`config.mk`:
```
export PLATFORM = sky130hd
export DESIGN_NAME = fir_mac_sequencer
export DESIGN_NICKNAME = d
export VERILOG_FILES = /design/src/rtl/fir_mac_sequencer.sv
export SDC_FILE = /design/constraint.sdc
export NUM_CORES = 1
export LEC_CHECK = 0
export ABC_CLOCK_PERIOD_IN_PS = 4400
export CORE_ASPECT_RATIO = 0.9
export CORE_MARGIN = 2
export CORE_UTILIZATION = 53
export DETAILED_ROUTE_END_ITERATION = 7
export GPL_TIMING_DRIVEN = 0
export HOLD_SLACK_MARGIN = 0.06
export PLACE_DENSITY = 0.89
export SLEW_MARGIN = 25
export SYNTH_ARGS = -nofsm -noshare
export SYNTH_HDL_FRONTEND = slang
export SYNTH_SLANG_ARGS = --single-unit
```
`constraint.sdc`:
```
create_clock -name CLK -period 4.4 [get_ports CLK]
set_input_delay 0.88 -clock CLK [delete_from_list [all_inputs] [get_ports CLK]]
set_output_delay 0.88 -clock CLK [all_outputs]
set_load 0.1 [all_outputs]
```
`src/rtl/fir_mac_sequencer.sv`:
```
`timescale 1ns/1ps
// fir_mac_sequencer: control FSM for a single-MAC FIR datapath (zero-fill, tap walk, drain, latch, output).
// Define FIR_SYMMETRIC_EN to walk only NTAPS/2 taps with a pre-adder on two delay-line read ports.
module fir_mac_sequencer #(
  parameter int NTAPS   = 16,
  parameter int AW      = 4,
  parameter int MAC_LAT = 2
) (
  input  logic          CLK,
  input  logic          RST,
  input  logic          IN_VALID,
  output logic          IN_READY,
  output logic          SMP_WE,
  output logic          SMP_ZERO,
  output logic [AW-1:0] SMP_WADDR,
  output logic [AW-1:0] SMP_RADDR,
  output logic [AW-1:0] SMP_RADDR2,
  output logic [AW-1:0] COEF_ADDR,
  output logic          MAC_EN,
  output logic          MAC_CLR,
  output logic          PRE_ADD,
  output logic          ACC_LATCH,
  output logic          OUT_VALID,
  input  logic          OUT_READY
);

  localparam int LW = $clog2(MAC_LAT + 1);
  localparam int CW = (AW > LW) ? AW : LW;

`ifdef FIR_SYMMETRIC_EN
  localparam int MAC_STEPS = NTAPS / 2;
`else
  localparam int MAC_STEPS = NTAPS;
`endif

  localparam logic [CW-1:0] INIT_LAST  = CW'(NTAPS - 1);
  localparam logic [CW-1:0] MAC_LAST   = CW'(MAC_STEPS - 1);
  localparam logic [CW-1:0] DRAIN_LAST = CW'(MAC_LAT - 1);

  localparam logic [2:0] S_INIT  = 3'd0;
  localparam logic [2:0] S_IDLE  = 3'd1;
  localparam logic [2:0] S_MAC   = 3'd2;
  localparam logic [2:0] S_DRAIN = 3'd3;
  localparam logic [2:0] S_LATCH = 3'd4;
  localparam logic [2:0] S_OUT   = 3'd5;

  logic [2:0]    r_state;
  logic [CW-1:0] r_cnt;
  logic [AW-1:0] r_wptr;
  logic [AW-1:0] r_newest;

  logic [2:0]    w_state_nxt;
  logic [CW-1:0] w_cnt_nxt;
  logic          w_accept;
  logic [AW-1:0] w_k;

  // A sample is taken in IDLE, or in OUT when the result is consumed in the same cycle.
  assign w_accept = IN_VALID & ((r_state == S_IDLE) | ((r_state == S_OUT) & OUT_READY));
  assign w_k      = r_cnt[AW-1:0];

  // NOTE: every signal written here gets a default first, so no path leaves it unassigned and no latch is inferred.
  always_comb begin
    w_state_nxt = r_state;
    w_cnt_nxt   = r_cnt;
    case (r_state)
      S_INIT: begin
        if (r_cnt == INIT_LAST) begin
          w_state_nxt = S_IDLE;
          w_cnt_nxt   = '0;
        end else begin
          w_cnt_nxt = r_cnt + 1'b1;
        end
      end
      S_IDLE: begin
        if (w_accept) begin
          w_state_nxt = S_MAC;
          w_cnt_nxt   = '0;
        end
      end
      S_MAC: begin
        if (r_cnt == MAC_LAST) begin
          w_state_nxt = S_DRAIN;
          w_cnt_nxt   = '0;
        end else begin
          w_cnt_nxt = r_cnt + 1'b1;
        end
      end
      S_DRAIN: begin
        if (r_cnt == DRAIN_LAST) begin
          w_state_nxt = S_LATCH;
          w_cnt_nxt   = '0;
        end else begin
          w_cnt_nxt = r_cnt + 1'b1;
        end
      end
      S_LATCH: begin
        w_state_nxt = S_OUT;
        w_cnt_nxt   = '0;
      end
      S_OUT: begin
        if (w_accept) begin
          w_state_nxt = S_MAC;
          w_cnt_nxt   = '0;
        end else if (OUT_READY) begin
          w_state_nxt = S_IDLE;
        end
      end
      default: begin
        w_state_nxt = S_INIT;
        w_cnt_nxt   = '0;
      end
    endcase
  end

  // NOTE: state registers use non-blocking assignments so every flop samples pre-edge values regardless of block order.
  always_ff @(posedge CLK or posedge RST) begin
    if (RST) begin
      r_state  <= S_INIT;
      r_cnt    <= '0;
      r_wptr   <= '0;
      r_newest <= '0;
    end else begin
      r_state <= w_state_nxt;
      r_cnt   <= w_cnt_nxt;
      if (w_accept) begin
        r_newest <= r_wptr;
        r_wptr   <= r_wptr + 1'b1;
      end
    end
  end

  // Outputs decode straight from state; RST gates them so they drop within the cycle it rises.
  always_comb begin
    IN_READY   = 1'b0;
    SMP_WE     = 1'b0;
    SMP_ZERO   = 1'b0;
    SMP_WADDR  = '0;
    SMP_RADDR  = '0;
    SMP_RADDR2 = '0;
    COEF_ADDR  = '0;
    MAC_EN     = 1'b0;
    MAC_CLR    = 1'b0;
    PRE_ADD    = 1'b0;
    ACC_LATCH  = 1'b0;
    OUT_VALID  = 1'b0;
    if (!RST) begin
      case (r_state)
        S_INIT: begin
          SMP_WE    = 1'b1;
          SMP_ZERO  = 1'b1;
          SMP_WADDR = w_k;
        end
        S_IDLE: begin
          IN_READY = 1'b1;
          if (w_accept) begin
            SMP_WE    = 1'b1;
            SMP_WADDR = r_wptr;
          end
        end
        S_MAC: begin
          MAC_EN    = 1'b1;
          MAC_CLR   = (r_cnt == '0);
          COEF_ADDR = w_k;
          SMP_RADDR = r_newest - w_k;
`ifdef FIR_SYMMETRIC_EN
          // Mirror tap NTAPS-1-k: newest-(NTAPS-1-k) == newest+1+k modulo NTAPS.
          PRE_ADD    = 1'b1;
          SMP_RADDR2 = r_newest + 1'b1 + w_k;
`endif
        end
        S_LATCH: begin
          ACC_LATCH = 1'b1;
        end
        S_OUT: begin
          OUT_VALID = 1'b1;
          IN_READY  = OUT_READY;
          if (w_accept) begin
            SMP_WE    = 1'b1;
            SMP_WADDR = r_wptr;
          end
        end
        default: begin
        end
      endcase
    end
  end

endmodule

```
==> out/results.txt, run 1 <==
H-tree depth: 1
max_slew headroom: 34.7%
clk slew on worst S/H paths: 0.08 ns
average wire per standard cell: 14.5 um
CP arrival: 3.35 ns
critical path class: in2out
total gr overflow: 0
MaxCap Viol Count: 0
Port Buffers: 22
postcts setup bufs: 0
CTS tree: done
critical path required time: 3.52 ns
Num CTS Buffers: 3
Post-Syn Area: 1160 um^2
final antenna-violating net count: 0
Final Cell Area: 1460 um^2
Die H: 48.4 um
worst skew pair latency: 0.29 ns
ant diodes: 0
clk buf depth: 2
area grow syn2layout: 25.5%
first-pass GRT wire length: 4300 um
Max Clock Freq: 236 MHz
RD Place Congestion: 0.851
Iter 0 DRT Violations: 10
outcome: finished, final reports clean
Die X: 53.3 um
R2R cell count: 4
RSZ-0062 raised after global routing: false
Synth warnings: 0
Distinct cells, synth: 45
crit path max fanout: 5
Least-Margin Pin Slew: 0.977 ns
ratio of final minimum period to clock period: 96.2%
setup ws final: 0.169 ns
Critical Path End Type: primary output
Remaining DRCs: 0
register area share after synthesis: 32.4%
mean post-synth cell area: 10.2 um^2
max-slew violations: 0
clock sinks: 15
# setup viols final: 0
Core Area: 2120 um^2
Detailed Route WL: 2470 um
hold path cells: 1
Initial DRT Pass Iterations: 4
All-Layer GR Usage: 22.3%
vias in the first global route: 920
initial antenna violation count: 0
Worst R2R End: r_state[1]$_DFFE_PP0P_
cts repair resizes: 0
worst min path class: reg2reg
setup slack, reg-to-reg: 2.82 ns
hold path endpoint: r_wptr[3]$_DFFE_PP0P_
Final Hold Viols: 0
CTS root buf: clkbuf_4
layout cells sized above 1: 20.1%
via density per instance: 5.47
NumNets Final: 157
HPWL Detailed: 1910 um
Setup TNS Final: 0 ns
Worst Setup Start Kind: primary input
Top Ports: 28
Setup Skew: 0.00650 ns
Seq cells post-synth: 15
Std-Cell Rows: 16
most frequent cells in the layout: clkdlybuf4s50_1 (22), dfrtp_1 (15), nor2_1 (8)
DR vias: 936
reg-to-reg startpoint: r_cnt[0]$_DFFE_PP0P_
Hold-fix buffers, CTS: 0
Hold Startpoint: r_wptr[3]$_DFFE_PP0P_
Mapped Cells: 114
Area after DPL: 1430 um^2
final worst path period need: 4.23 ns
Setup WS pre-CTS: 0.201 ns
largest net degree at the start of global routing: 16
Initial Util: 54.7%
die footprint: 2580 um^2
most common cell after layout, fill and taps aside: clkdlybuf4s50_1
## per-stage QoR
stage | util (%) | std cells | hold slack, ns
finish | 68.6 | 171 | 0.515
global placement | 67.3 | 167 | 0.487
floorplan | - | 118 | 0.467
global route | 68.6 | 171 | 0.563
detailed placement | 67.3 | 167 | 0.500
CTS | 68.6 | 171 | 0.512
## how the worst max path moves through the flow
stage	start	end	cells past startpoint
6_report	OUT_READY	SMP_WADDR[3]	5
5_1_grt	OUT_READY	SMP_WADDR[3]	5
4_1_cts	OUT_READY	SMP_WADDR[2]	5
3_5_place_dp	OUT_READY	SMP_WADDR[2]	5
3_3_place_gp	OUT_READY	SMP_WADDR[3]	5
2_1_floorplan	r_cnt[1]$_DFFE_PP0P_	SMP_RADDR[3]	6
## cell usage after synthesis, drive strengths merged
cell type	count	share of area, %
a21o	1	0.65
a21oi	2	1.2
a221o	1	0.86
a22o	6	4.5
a311oi	1	0.76
a31o	1	1.5
a32oi	1	0.76
and2b	1	0.86
and3	3	1.6
buf	9	5.7
conb	1	0.32
dfrtp	15	32
fa	1	1.7
ha	7	7.6
inv	9	2.9
mux2	4	4.9
mux2i	1	0.86
nand2	7	2.9
nand2b	1	0.54
nand3	3	1.3
nand3b	2	2.4
nand4	1	0.54
nor2	11	6.3
nor2b	2	1.7
nor3	4	2.2
nor3b	2	1.3
nor4	1	1.8
o21a	1	0.65
o21ai	5	2.2
o41ai	1	0.76
or2	1	0.54
or2b	1	0.65
xnor2	5	3.8
xor2	2	1.5
## registers in the layout, indices dropped and copies added, names as in the netlist
register,flops
r_state,3
r_newest,4
r_cnt,4
r_wptr,4
## worst max-delay path, cell delays in order
cell	delay, ns
clkdlybuf4s50_1	0.53
and2b_4	0.25
nor3_2	0.33
a22o_1	0.22
clkdlybuf4s50_1	1.13
## cell type report
cell class / count / area (um^2)
Buffer: 9 / 66.3
Clock buffer: 4 / 26.3
Fill cell: 165 / 667
Inverter: 9 / 33.8
Multi-Input combinational cell: 85 / 699
Sequential cell: 15 / 375
Tap cell: 27 / 33.8
Timing Repair Buffer: 22 / 220
## kinds of logic after synthesis
kind of cell	after synthesis	synth area share, %
AO/OA/AOI/OAI	20	13.8
XOR/XNOR	7	5.29
adder cells (fa/ha/maj)	8	9.28
buffers and inverters	18	8.63
flip-flops	15	32.4
multiplexers	5	5.72
other	1	0.323
AND/OR/NAND/NOR	40	24.6
## metal layers
metal,vias to the layer above,GRT usage [%],share of wire [%]
li1,445,-,-
met1,457,31.6,44
met2,34,34.8,50
met3,0,4.63,6.2
met4,0,5.13,0
met5,-,0,0
Power of run 1 is not shown: default switching activity piles up to over one toggle a cycle in this logic, so the estimate is an artifact.
==> run 2: changes to the inputs <==
--- a/config.mk
+++ b/config.mk
@@ -5,14 +5,14 @@
 export SDC_FILE = /design/constraint.sdc
 export NUM_CORES = 1
 export LEC_CHECK = 0
-export ABC_CLOCK_PERIOD_IN_PS = 4400
+export ABC_CLOCK_PERIOD_IN_PS = 4500
 export CORE_ASPECT_RATIO = 0.9
 export CORE_MARGIN = 2
-export CORE_UTILIZATION = 53
+export CORE_UTILIZATION = 49
 export DETAILED_ROUTE_END_ITERATION = 7
 export GPL_TIMING_DRIVEN = 0
 export HOLD_SLACK_MARGIN = 0.06
-export PLACE_DENSITY = 0.89
+export PLACE_DENSITY = 0.83
 export SLEW_MARGIN = 25
 export SYNTH_ARGS = -nofsm -noshare
 export SYNTH_HDL_FRONTEND = slang
==> constraint.sdc (replaced) <==
create_clock -name CLK -period 4.5 [get_ports CLK]
set_input_delay 0.9 -clock CLK [delete_from_list [all_inputs] [get_ports CLK]]
set_output_delay 0.9 -clock CLK [all_outputs]
set_load 0.1 [all_outputs]
==> out/results.txt, run 2 (synthesis gave the netlist of run 1 again) <==
most frequent cells in the layout: clkdlybuf4s50_1 (22), dfrtp_1 (15), nor2_1 (8)
via density per instance: 5.48 (+0.11%)
Top Ports: 28 (unchanged)
reg-to-reg startpoint: r_cnt[1]$_DFFE_PP0P_
total gr overflow: 0 (unchanged)
CP arrival: 3.34 ns (about the same)
most common cell after layout, fill and taps aside: clkdlybuf4s50_1
postcts setup bufs: 0 (unchanged)
CTS tree: done
worst min path class: reg2reg
final antenna-violating net count: 0 (unchanged)
final worst path period need: 4.24 ns
CTS root buf: clkbuf_4
die footprint: 2770 um^2 (+7.5%)
clk buf depth: 2 (unchanged)
R2R cell count: 5 (+1)
initial antenna violation count: 0 (unchanged)
largest net degree at the start of global routing: 16 (unchanged)
All-Layer GR Usage: 20.6% (-1.7 points)
Setup Skew: 0.00415 ns (-0.00235 ns)
Critical Path End Type: primary output
Least-Margin Pin Slew: 0.980 ns (+0.00354 ns)
Initial Util: 52.7% (-2.0 points)
Remaining DRCs: 0 (unchanged)
Iter 0 DRT Violations: 15 (+5)
Worst R2R End: r_cnt[0]$_DFFE_PP0P_
critical path class: in2out
ant diodes: 0 (unchanged)
clock sinks: 15 (unchanged)
MaxCap Viol Count: 0 (unchanged)
Final Hold Viols: 0 (unchanged)
Worst Setup Start Kind: primary input
Num CTS Buffers: 3 (unchanged)
Fill cells: 181 (+9.7%)
Initial DRT Pass Iterations: 4 (unchanged)
biggest regs: r_cnt (4), r_newest (4), r_wptr (4)
area grow syn2layout: 25.6% (about the same)
Die X: 55.3 um (+3.7%)
Setup TNS Final: 0 ns (unchanged)
first-pass GRT wire length: 4370 um (+1.8%)
DR vias: 937 (+0.11%)
# setup viols final: 0 (unchanged)
clk slew on worst S/H paths: 0.09 ns (about the same)
Hold Startpoint: r_wptr[3]$_DFFE_PP0P_
RD Place Congestion: 0.856 (+0.67%)
ratio of final minimum period to clock period: 94.3%
Hold-fix buffers, CTS: 0 (unchanged)
Die H: 50.2 um (+3.7%)
NumNets Final: 157 (unchanged)
layout cells sized above 1: 20.8% (+0.69 points)
Port Buffers: 22 (unchanged)
Multi-input gate area: 699 um^2 (unchanged)
HPWL Detailed: 1940 um (+1.7%)
hold path cells: 1 (unchanged)
Core Area: 2200 um^2 (+3.8%)
Max Clock Freq: 236 MHz
cts repair resizes: 0 (unchanged)
worst skew pair latency: 0.30 ns (about the same)
max_slew headroom: 34.5% (-0.24 points)
hold path endpoint: r_wptr[3]$_DFFE_PP0P_
setup slack, reg-to-reg: 2.93 ns (+0.11 ns)
max-slew violations: 0 (unchanged)
outcome: finished, final reports clean
H-tree depth: 1 (unchanged)
RSZ-0062 raised after global routing: false
vias in the first global route: 915 (-0.54%)
critical path required time: 3.60 ns (+0.08 ns)
crit path max fanout: 5 (unchanged)
average wire per standard cell: 14.8 um (+2.3%)
Std-Cell Rows: 16 (unchanged)
Detailed Route WL: 2530 um (+2.3%)
storage element area: 375 um^2 (unchanged)
-- run 2: per-stage QoR --
| step | worst slack, ns | utilization [%] | instance area (um^2) | hold WS [ns] | cells |
|---|---|---|---|---|---|
| after floorplan | 0.177 | - | 1170 | 0.467 | 118 |
| after global placement | 0.289 | 64.9 | 1430 | 0.491 | 167 |
| after detailed placement | 0.282 | 64.9 | 1430 | 0.509 | 167 |
| after CTS | 0.260 | 66.1 | 1460 | 0.526 | 171 |
| after global routing | 0.178 | 66.1 | 1460 | 0.541 | 171 |
| final | 0.256 | 66.1 | 1460 | 0.526 | 171 |
-- run 2: worst max path at each step --
stage                          from      endpoint  slack (ns)
6_report                  OUT_READY  SMP_WADDR[2]        0.26
3_5_place_dp              OUT_READY  SMP_WADDR[2]        0.28
4_1_cts                   OUT_READY  SMP_WADDR[2]        0.26
5_1_grt                   OUT_READY  SMP_WADDR[2]        0.18
3_3_place_gp              OUT_READY  SMP_WADDR[3]        0.29
2_1_floorplan  r_cnt[1]$_DFFE_PP0P_  SMP_RADDR[3]        0.18
-- run 2: critical path, cell delays in order --
cell             delay, ns
clkdlybuf4s50_1       0.54
and2b_4               0.25
nor3_2                0.30
a22o_1                0.21
clkdlybuf4s50_1       1.14
-- run 2: area by class of cell --
type                       count  area share [%]
clock inverter                 1           0.344
inverter                       9            2.32
multi-input combinational     85            48.0
clock buffer                   3            1.55
timing repair buffer          22            15.1
tap                           27            2.32
sequential                    15            25.8
buffer                         9            4.55
-- run 2: layer usage --
layer / routed length, um / up-vias / share of wire, % / GRT usage, %
li1: - / 447 / - / -
met1: 1120 / 463 / 44 / 25.7
met2: 1270 / 21 / 50 / 34.5
met3: 114 / 6 / 4.5 / 5.67
met4: 31 / 0 / 1.2 / 6.91
met5: 0 / - / 0 / 0
Power of run 2 is left out for the same reason.
